File: src/rtl/cla_pipe_adder.sv
// Pipelined carry-lookahead adder/subtractor with valid/ready handshake.
// Each stage resolves one WIDTH/STAGES slice; unresolved operand bits ride along skewed.
module cla_pipe_adder #(
  parameter int WIDTH  = 16,
  parameter int GROUP  = 4,
  parameter int STAGES = 2
) (
  input  logic             clk,
  input  logic             rst_n,
  input  logic             in_valid,
  output logic             in_ready,
  input  logic [WIDTH-1:0] in_a,
  input  logic [WIDTH-1:0] in_b,
  input  logic             in_cin,
  input  logic             in_sub,
  output logic             out_valid,
  input  logic             out_ready,
  output logic [WIDTH-1:0] out_sum,
  output logic             out_cout,
  output logic             out_ovf
);

  localparam int W_S  = WIDTH / STAGES;
  localparam int NG_S = W_S / GROUP;

  if (WIDTH % GROUP != 0) begin : g_bad_group
    $error("cla_pipe_adder: WIDTH must be a multiple of GROUP");
  end
  if (STAGES < 1 || STAGES > WIDTH / GROUP) begin : g_bad_stages
    $error("cla_pipe_adder: STAGES must be in 1..WIDTH/GROUP");
  end
  if ((WIDTH / GROUP) % STAGES != 0) begin : g_bad_split
    $error("cla_pipe_adder: WIDTH/GROUP must be divisible by STAGES");
  end

  // Slice adder: group generate/propagate give group carries, bits ripple only inside a group.
  function automatic logic [W_S:0] cla_slice(input logic [W_S-1:0] a,
                                             input logic [W_S-1:0] b,
                                             input logic           ci);
    logic [W_S-1:0]  g;
    logic [W_S-1:0]  p;
    logic [NG_S:0]   gc;
    logic [W_S:0]    c;
    logic            gg;
    logic            gp;
    g     = a & b;
    p     = a ^ b;
    gc    = '0;
    c     = '0;
    gc[0] = ci;
    for (int j = 0; j < NG_S; j++) begin
      gg = 1'b0;
      gp = 1'b1;
      for (int i = 0; i < GROUP; i++) begin
        gg = g[j*GROUP+i] | (p[j*GROUP+i] & gg);
        gp = gp & p[j*GROUP+i];
      end
      gc[j+1] = gg | (gp & gc[j]);
    end
    c[0] = gc[0];
    for (int i = 1; i < W_S; i++) begin
      if (i % GROUP == 0) c[i] = gc[i/GROUP];
      else                c[i] = g[i-1] | (p[i-1] & c[i-1]);
    end
    c[W_S] = gc[NG_S];
    return {c[W_S], p ^ c[W_S-1:0]};
  endfunction

  logic [WIDTH-1:0] b_eff_s;
  logic             cin_eff_s;
  logic             adv_s;

  // Subtraction folds into the adder; in_cin is masked so it cannot leak in subtract mode.
  assign b_eff_s   = in_sub ? ~in_b : in_b;
  assign cin_eff_s = in_sub ? 1'b1 : in_cin;
  assign adv_s     = !out_valid || out_ready;
  assign in_ready  = adv_s || !rst_n;

  for (genvar k = 0; k < STAGES; k++) begin : g_stage
    localparam int LO = k * W_S;
    localparam int UW = WIDTH - LO;

    logic [UW-1:0]       a_up_s;
    logic [UW-1:0]       b_up_s;
    logic                cin_s;
    logic                vin_s;
    logic [W_S:0]        res_s;
    logic [LO+W_S-1:0]   sum_s;
    logic [LO+W_S-1:0]   sum_r;
    logic                v_r;
    logic                c_r;

    assign res_s = cla_slice(a_up_s[W_S-1:0], b_up_s[W_S-1:0], cin_s);

    if (k == 0) begin : g_head
      assign a_up_s = in_a;
      assign b_up_s = b_eff_s;
      assign cin_s  = cin_eff_s;
      assign vin_s  = in_valid;
      assign sum_s  = res_s[W_S-1:0];
    end else begin : g_body
      assign a_up_s = g_stage[k-1].g_fwd.a_r;
      assign b_up_s = g_stage[k-1].g_fwd.b_r;
      assign cin_s  = g_stage[k-1].c_r;
      assign vin_s  = g_stage[k-1].v_r;
      assign sum_s  = {res_s[W_S-1:0], g_stage[k-1].sum_r};
    end

    // Stage register: valid, slice carry and resolved low sum bits; frozen during a stall.
    always_ff @(posedge clk) begin
      if (!rst_n) begin
        v_r   <= 1'b0;
        c_r   <= 1'b0;
        sum_r <= '0;
      end else if (adv_s) begin
        v_r   <= vin_s;
        c_r   <= res_s[W_S];
        sum_r <= sum_s;
      end
    end

    if (k < STAGES - 1) begin : g_fwd
      logic [UW-W_S-1:0] a_r;
      logic [UW-W_S-1:0] b_r;

      // Skew register for the operand bits that later stages still have to add.
      always_ff @(posedge clk) begin
        if (!rst_n) begin
          a_r <= '0;
          b_r <= '0;
        end else if (adv_s) begin
          a_r <= a_up_s[UW-1:W_S];
          b_r <= b_up_s[UW-1:W_S];
        end
      end
    end else begin : g_tail
      logic ovf_r;

      // Signed overflow uses the effective B sign bit, available only in the top slice.
      always_ff @(posedge clk) begin
        if (!rst_n) begin
          ovf_r <= 1'b0;
        end else if (adv_s) begin
          ovf_r <= (a_up_s[W_S-1] == b_up_s[W_S-1]) && (res_s[W_S-1] != a_up_s[W_S-1]);
        end
      end
    end
  end

  assign out_valid = g_stage[STAGES-1].v_r;
  assign out_sum   = g_stage[STAGES-1].sum_r;
  assign out_cout  = g_stage[STAGES-1].c_r;
  assign out_ovf   = g_stage[STAGES-1].g_tail.ovf_r;

endmodule

File: config.mk
export PLATFORM = sky130hd
export DESIGN_NAME = cla_pipe_adder
export DESIGN_NICKNAME = d
export VERILOG_FILES = /design/src/rtl/cla_pipe_adder.sv
export SDC_FILE = /design/constraint.sdc
export NUM_CORES = 1
export LEC_CHECK = 0
export ABC_AREA = 1
export BUFFER_PORTS_ARGS = -buffer_cell sky130_fd_sc_hd__buf_2
export CORE_UTILIZATION = 55
export DETAILED_ROUTE_END_ITERATION = 10
export PLACE_DENSITY = 0.82
export SETUP_SLACK_MARGIN = 0.5
export SYNTH_ARGS = -nofsm -noshare
export SYNTH_HDL_FRONTEND = slang
export SYNTH_SLANG_ARGS = --single-unit
File: constraint.sdc
create_clock -name clk -period 6.7 [get_ports clk]
set_input_delay 1.005 -clock clk [delete_from_list [all_inputs] [get_ports clk]]
set_output_delay 1.005 -clock clk [all_outputs]
set_load 0.01 [all_outputs]
==> flow_summary.json, run 1 <==
{
  "place_inst": 378,
  "max_freq_mhz": 275.7,
  "cts_tree": "built",
  "clk_pin_slew_ps": 80,
  "yosys_register_bits": 45,
  "synth.avg_cell_area_um2": 8.510,
  "grt_max_degree": 62,
  "tightest_slew_ps": 1136,
  "worstHoldEndpoint": "g_stage[0].v_r",
  "clock_skew_ps": 5.121,
  "cts_setup_buffers": 0,
  "clockBufferDepth": 2,
  "fin_setup_tns_ps": 0,
  "ys_types": 23,
  "final_cells": 385,
  "grt_overflow_total": 0,
  "worstReg2RegStart": "g_stage[0].g_fwd.b_r[1]",
  "grt_pass1_wl_um": 7576,
  "worst-endpoint-required_ps": 6840,
  "max_slew_margin_pct": 24.18,
  "row_count": 23,
  "crit_slowest_cell": "buf_2",
  "hold_violations": 0,
  "nets": 401,
  "gp_congestion": 0.7907,
  "status": "complete, no violations",
  "synthesis.nets": 353,
  "worstPathCellList": "buf_2, xnor2_1, inv_1, ha_1, nand2_1, nor2_1, nand3b_1, nand2_1, inv_1, fa_1, fa_1, fa_1, xor2_1, a21oi_1",
  "r2r_end": "out_ovf",
  "cts.sinks": 45,
  "vdd_ir_drop_max_v": 0.0001160,
  "period_needed_ps": 3627,
  "min_from": "g_stage[0].v_r",
  "utilization_pct": 66.52,
  "worstSetupPathType": "primary input to register",
  "setup_viol": 0,
  "cts_resized": 0,
  "cts_buffers": 5,
  "grt_antenna_before_repair": 0,
  "dr.pass1.iters": 4,
  "path_delay_family": "adder cells",
  "start_util_pct": 58.94,
  "remaining_drc_errors": 0,
  "grt_usage_pct": 22.22,
  "num_antenna_cells": 0,
  "synth.cell_area_um2": 2442,
  "maxCapViolations": 0,
  "period_share_pct": 54.14,
  "core_um2": 4144,
  "ff2ff_setup_slack_ps": 3960,
  "vias": 1963,
  "fp.dieH_um": 68.64,
  "crit_fanout": 17,
  "vias_per_cell": 5.099,
  "cp-end-kind": "register",
  "worst-path-stages": 14,
  "area_growth_pct": 12.86,
  "whs_path_depth": 2,
  "p_per_area_nw_per_um2": 232.4,
  "yosys_warnings": 0,
  "path_common_cell": "fa_1",
  "synthCells": 287,
  "initialDrtViolationCount": 123,
  "synth_seq_area_share_pct": 36.89,
  "root_buffer": "clkbuf_8",
  "wirelength_um": 4575,
  "slew_viol_final": 0,
  "num-fill-cells": 365,
  "io_pins": 58,
  "synthArstFlopShare_pct": 0,
  "postRouteAntennaNets": 0,
  "synth_top_flop_cell": "dfxtp_1",
  "drive_above_1_share_pct": 20.90,
  "crit_buf_inv": 3,
  "worstPathArrival_ps": 3770,
  "fin_hold_ws_ps": 454.7,
  "critPathLaunchType": "primary input",
  "cts_hold_repair.buffers": 0,
  "portBuffers": 57,
  "avgRoutedWirePerCell_um": 11.88,
  "grt_pass1_vias": 1689,
  "r2r_cells": 11,
  "dieArea_um2": 4711,
  "insertion_delay_ps": 300,
  "hp-class": "register to register",
  "leakage_uw": 0.001398,
  "h-tree-depth": 2,
  "rsz0062_at_grt": "false",
  "dieWidth_um": 68.64,
  "cpPeakStageDelay_ps": 390,
  "synth-edff-count": 0,
  "dp_hpwl_um": 3334
}
[power breakdown]
| group | switching (µW) | total, µW | internal (µW) |
|---|---|---|---|
| logic | 84.3 | 153 | 68.9 |
| clock network | 84.8 | 167 | 81.8 |
| registers | 20.1 | 321 | 301 |
[cells in the final DEF, fill, tap and decap left out]
cell type | synthesis | layout
inv_2 | 1 | 1
xnor2_1 | 16 | 16
ha_1 | 16 | 16
nand2_2 | 1 | 1
a21oi_1 | 26 | 26
nand2_1 | 20 | 20
inv_1 | 28 | 28
nand3_1 | 4 | 4
dfxtp_1 | 45 | 45
clkbuf_8 | 0 | 6
nand3b_1 | 1 | 1
nor2_1 | 44 | 44
xor2_1 | 5 | 5
nor2_4 | 1 | 1
clkbuf_1 | 0 | 1
o21ai_0 | 8 | 8
fa_1 | 12 | 12
buf_2 | 11 | 57
o21ai_1 | 36 | 36
or2_1 | 2 | 2
a21oi_2 | 3 | 3
nor2_2 | 1 | 1
o21bai_1 | 1 | 1
[logic make-up (layout without fill, tap and decap cells)]
family	count (synthesis)	in the layout	synth area share, %
compound gates	74	74	15.73
xor+xnor	21	21	7.530
fa+ha+maj	28	28	18.03
buf+inv	45	93	9.375
flops	45	45	36.89
simple gates	74	74	12.45
[synthesized netlist by cell type (2+ instances only)]
cell type  number  share of area (%)
o21ai_0         8                1.6
o21ai_1        36                7.4
nand3_1         4               0.82
xor2_1          5                1.8
nor2_1         44                6.8
inv_1          28                4.3
dfxtp_1        45                 37
xnor2_1        16                5.7
a21oi_1        26                5.3
ha_1           16                8.2
a21oi_2         3                1.1
or2_1           2               0.51
nand2_1        20                3.1
buf_6           4                1.8
buf_2          11                2.3
fa_1           12                9.8
[worst max-delay path by stage]
stage	slack, ps	end	startpoint
6_report	3070	g_stage[0].sum_r[7]	in_sub
3_5_place_dp	2750	g_stage[0].sum_r[7]	in_sub
2_1_floorplan	3090	g_stage[0].sum_r[7]	in_sub
5_1_grt	2850	g_stage[0].sum_r[7]	in_sub
3_3_place_gp	2900	g_stage[0].sum_r[7]	in_sub
4_1_cts	3060	g_stage[0].sum_r[7]	in_sub
[cell type report]
type / count / area, µm² / share of cell area, %
Clock buffer: 7 / 86.33 / 3.132
Inverter: 29 / 108.9 / 3.949
Multi-Input combinational cell: 197 / 1313 / 47.62
Sequential cell: 45 / 900.9 / 32.68
Tap cell: 50 / 62.56 / 2.270
Timing Repair Buffer: 57 / 285.3 / 10.35
[flip-flops by register name (all words and copies together), names as in the netlist]
name / flops
out_cout: 1
out_sum: 16
g_stage.v_r: 1
g_stage.g_fwd.b_r: 8
g_stage.sum_r: 8
out_valid: 1
out_ovf: 1
g_stage.c_r: 1
g_stage.g_fwd.a_r: 8
[layer usage]
metal  wire (µm)  global-route usage [%]
met1        2207                   30.72
met4          77                   8.594
met2        2054                   33.58
met3         236                   4.934
met5           0                       0
[per-stage QoR]
step / total power [µW] / setup WS [ps] / instance area, µm²
2_1_floorplan: 432.7 / 3091 / 2442
3_3_place_gp: 472.7 / 2897 / 2670
5_1_grt: 683.4 / 2849 / 2756
4_1_cts: 646.5 / 3063 / 2756
6_report: 640.5 / 3073 / 2756
3_5_place_dp: 480.1 / 2747 / 2670
[worst reg2reg max path, cell delays in order, from the launching register on]
cell      delay, ps
dfxtp_1         410
ha_1            270
nand2_1          60
inv_1            30
o21bai_1        120
nand3_1         140
fa_1            420
fa_1            390
fa_1            420
xor2_1          160
nand3_1         110
a21oi_2         150
Power figures use the tool's default switching activity.
==> run 2: changes to the inputs <==
Settings changed: ABC_AREA 1 to 0, CORE_UTILIZATION 55 to 54, PLACE_DENSITY 0.82 to 0.8.
Clock period 6.7 ns to 3.8 ns, I/O delays scaled along.
==> run 2 against run 1 <==
The run now ends with DRC left. Total power grew 76%. Cell area grew 3.4%. Via count shrank 5.0%. Register-to-register slack lost 3100 ps. Largest power group unchanged.
==> flow_summary.json, run 2 <==
{
  "grt_overflow_total": 0,
  "avgRoutedWirePerCell_um": 12.29,
  "max_slew_margin_pct": 51.64,
  "layout_commonest_cell": "nand2_1",
  "yosys_register_bits": 45,
  "fin_setup_tns_ps": 0,
  "core_um2": 4444,
  "yosys_warnings": 0,
  "dieArea_um2": 4970,
  "dr.pass1.iters": 7,
  "grt_pass1_vias": 1816,
  "tightest_slew_ps": 725.4,
  "fp.dieH_um": 70.50,
  "synth.avg_cell_area_um2": 9.525,
  "synth_largest_area_cell": "dfxtp_1",
  "synthCells": 266,
  "crit_slowest_cell": "fa_1",
  "num-fill-cells": 405,
  "vias": 1865,
  "path_common_cell": "fa_1",
  "synth-edff-count": 0,
  "cts_setup_buffers": 0,
  "grt_pass1_wl_um": 7776,
  "path_delay_family": "adder cells",
  "period_share_pct": 77.96,
  "worstPathCellList": "ha_1, a21o_1, a21oi_1, o21ai_0, fa_1, fa_1, fa_1, xnor2_1, nor3_1, a21oi_1, nor2b_1",
  "maxCapViolations": 0,
  "portBuffers": 57,
  "synth_commonest_cells": "nand2_1 (69), dfxtp_1 (45), a21boi_0 (21), inv_1 (17), o211a_1 (17)",
  "dp_hpwl_um": 3336,
  "dieWidth_um": 70.50,
  "h-tree-depth": 2,
  "row_count": 24,
  "vdd_ir_drop_max_v": 0.0002000,
  "cpPeakStageDelay_ps": 440,
  "synth.top_cell.area_share_pct": 35.56,
  "io_pins": 58,
  "violations": "DRC",
  "synth_top_flop_cell": "dfxtp_1",
  "max_freq_mhz": 337.5,
  "clk_pin_slew_ps": 80,
  "grt_antenna_before_repair": 0,
  "hold_violations": 0,
  "clockBufferDepth": 2,
  "cts.sinks": 45,
  "grt_max_degree": 62,
  "root_buffer": "clkbuf_8",
  "status": "finished with violations",
  "setup_viol": 0,
  "start_util_pct": 57.01,
  "gp_congestion": 0.7887,
  "clock_skew_ps": 8.189,
  "crit_fanout": 3,
  "rsz0062_at_grt": "false",
  "cts_hold_repair.buffers": 0,
  "initialDrtViolationCount": 95,
  "leakage_uw": 0.001491,
  "worst-endpoint-required_ps": 3990,
  "synth_seq_area_share_pct": 35.56,
  "nets": 380,
  "cts_buffers": 5,
  "cp-end-kind": "register",
  "grt_usage_pct": 19.72,
  "slew_viol_final": 0,
  "remaining_drc_errors": 6,
  "synthArstFlopShare_pct": 0,
  "period_needed_ps": 2963,
  "cts_resized": 0,
  "yosys.cell_count.top_type": "nand2_1",
  "utilization_pct": 64.13,
  "vias_per_cell": 5.082,
  "area_growth_pct": 12.49,
  "synthesis.nets": 332,
  "drive_above_1_share_pct": 22.54,
  "p_per_area_nw_per_um2": 395.9,
  "postRouteAntennaNets": 0,
  "cts_tree": "built",
  "ys_types": 33,
  "final_cell_mix": "nand2_1 (69), buf_2 (57), dfxtp_1 (45)",
  "wirelength_um": 4511,
  "hp-class": "register to register",
  "num_antenna_cells": 0,
  "insertion_delay_ps": 300,
  "worstPathArrival_ps": 3160,
  "critPathLaunchType": "register",
  "largest_reg_flops": 16,
  "synth_area_leaders": "dfxtp_1 (36%), nand2_1 (10%), fa_1 (9.5%)",
  "crit_buf_inv": 0,
  "synth.cell_area_um2": 2534,
  "worstSetupPathType": "register to register"
}
[run 2: layer usage]
metal / vias up / GRT usage [%] / wire length, µm
met4: 0 / 6.803 / 65
met5: - / 0 / 0
met2: 34 / 34.95 / 2174
met1: 852 / 23.76 / 2113
met3: 6 / 4.040 / 157
li1: 973 / - / -
[run 2: logic make-up after synthesis]
family	count (synthesis)	share of synthesized area, %
flops	45	35.56
fa+ha+maj	28	17.38
buf+inv	34	7.950
simple gates	78	13.04
xor+xnor	21	7.259
compound gates	60	18.81
[run 2: path summary, 6_finish.rpt]
check               endpoint  cells past startpoint                     from  slack, ps
setup / recovery     out_ovf                     11  g_stage[0].g_fwd.a_r[0]        840
hold / removal    out_sum[2]                      2               out_sum[2]        450
setup reg to reg     out_ovf                     11  g_stage[0].g_fwd.a_r[0]        840
hold reg to reg   out_sum[2]                      2               out_sum[2]        450
[run 2: area by class of cell]
cell class	count	area [µm²]	share of cell area (%)
inverter	17	63.81	2.239
clock inverter	2	13.76	0.4829
multi-input combinational	187	1431	50.22
tap	52	65.06	2.283
clock buffer	6	82.58	2.897
sequential	45	900.9	31.61
timing repair buffer	58	292.8	10.27
[run 2: power breakdown]
group | internal (µW) | switching, µW | total, µW
Clock | 147 | 158 | 305
Combinational | 130 | 137 | 267
Sequential | 525 | 31.9 | 557
[run 2: metrics by stage]
| stage | instances | total power [µW] | instance area [µm²] | hold slack (ps) | setup WS [ps] |
|---|---|---|---|---|---|
| 5_1_grt | 367 | 1203 | 2850 | 472.7 | 654.0 |
| 6_report | 367 | 1128 | 2850 | 452.0 | 837.3 |
| 3_5_place_dp | 359 | 836.4 | 2754 | 447.0 | 572.4 |
| 3_3_place_gp | 359 | 825.2 | 2754 | 437.9 | 647.0 |
| 2_1_floorplan | 266 | 756.5 | 2534 | 431.0 | 674.7 |
| 4_1_cts | 367 | 1144 | 2850 | 457.6 | 826.0 |
[run 2: worst reg2reg max path, stage by stage, from the launching register on]
cell and delay, ps:
dfxtp_1 340, ha_1 290, a21o_1 180, a21oi_1 150
o21ai_0 200, fa_1 430, fa_1 390, fa_1 440
xnor2_1 180, nor3_1 60, a21oi_1 150, nor2b_1 60
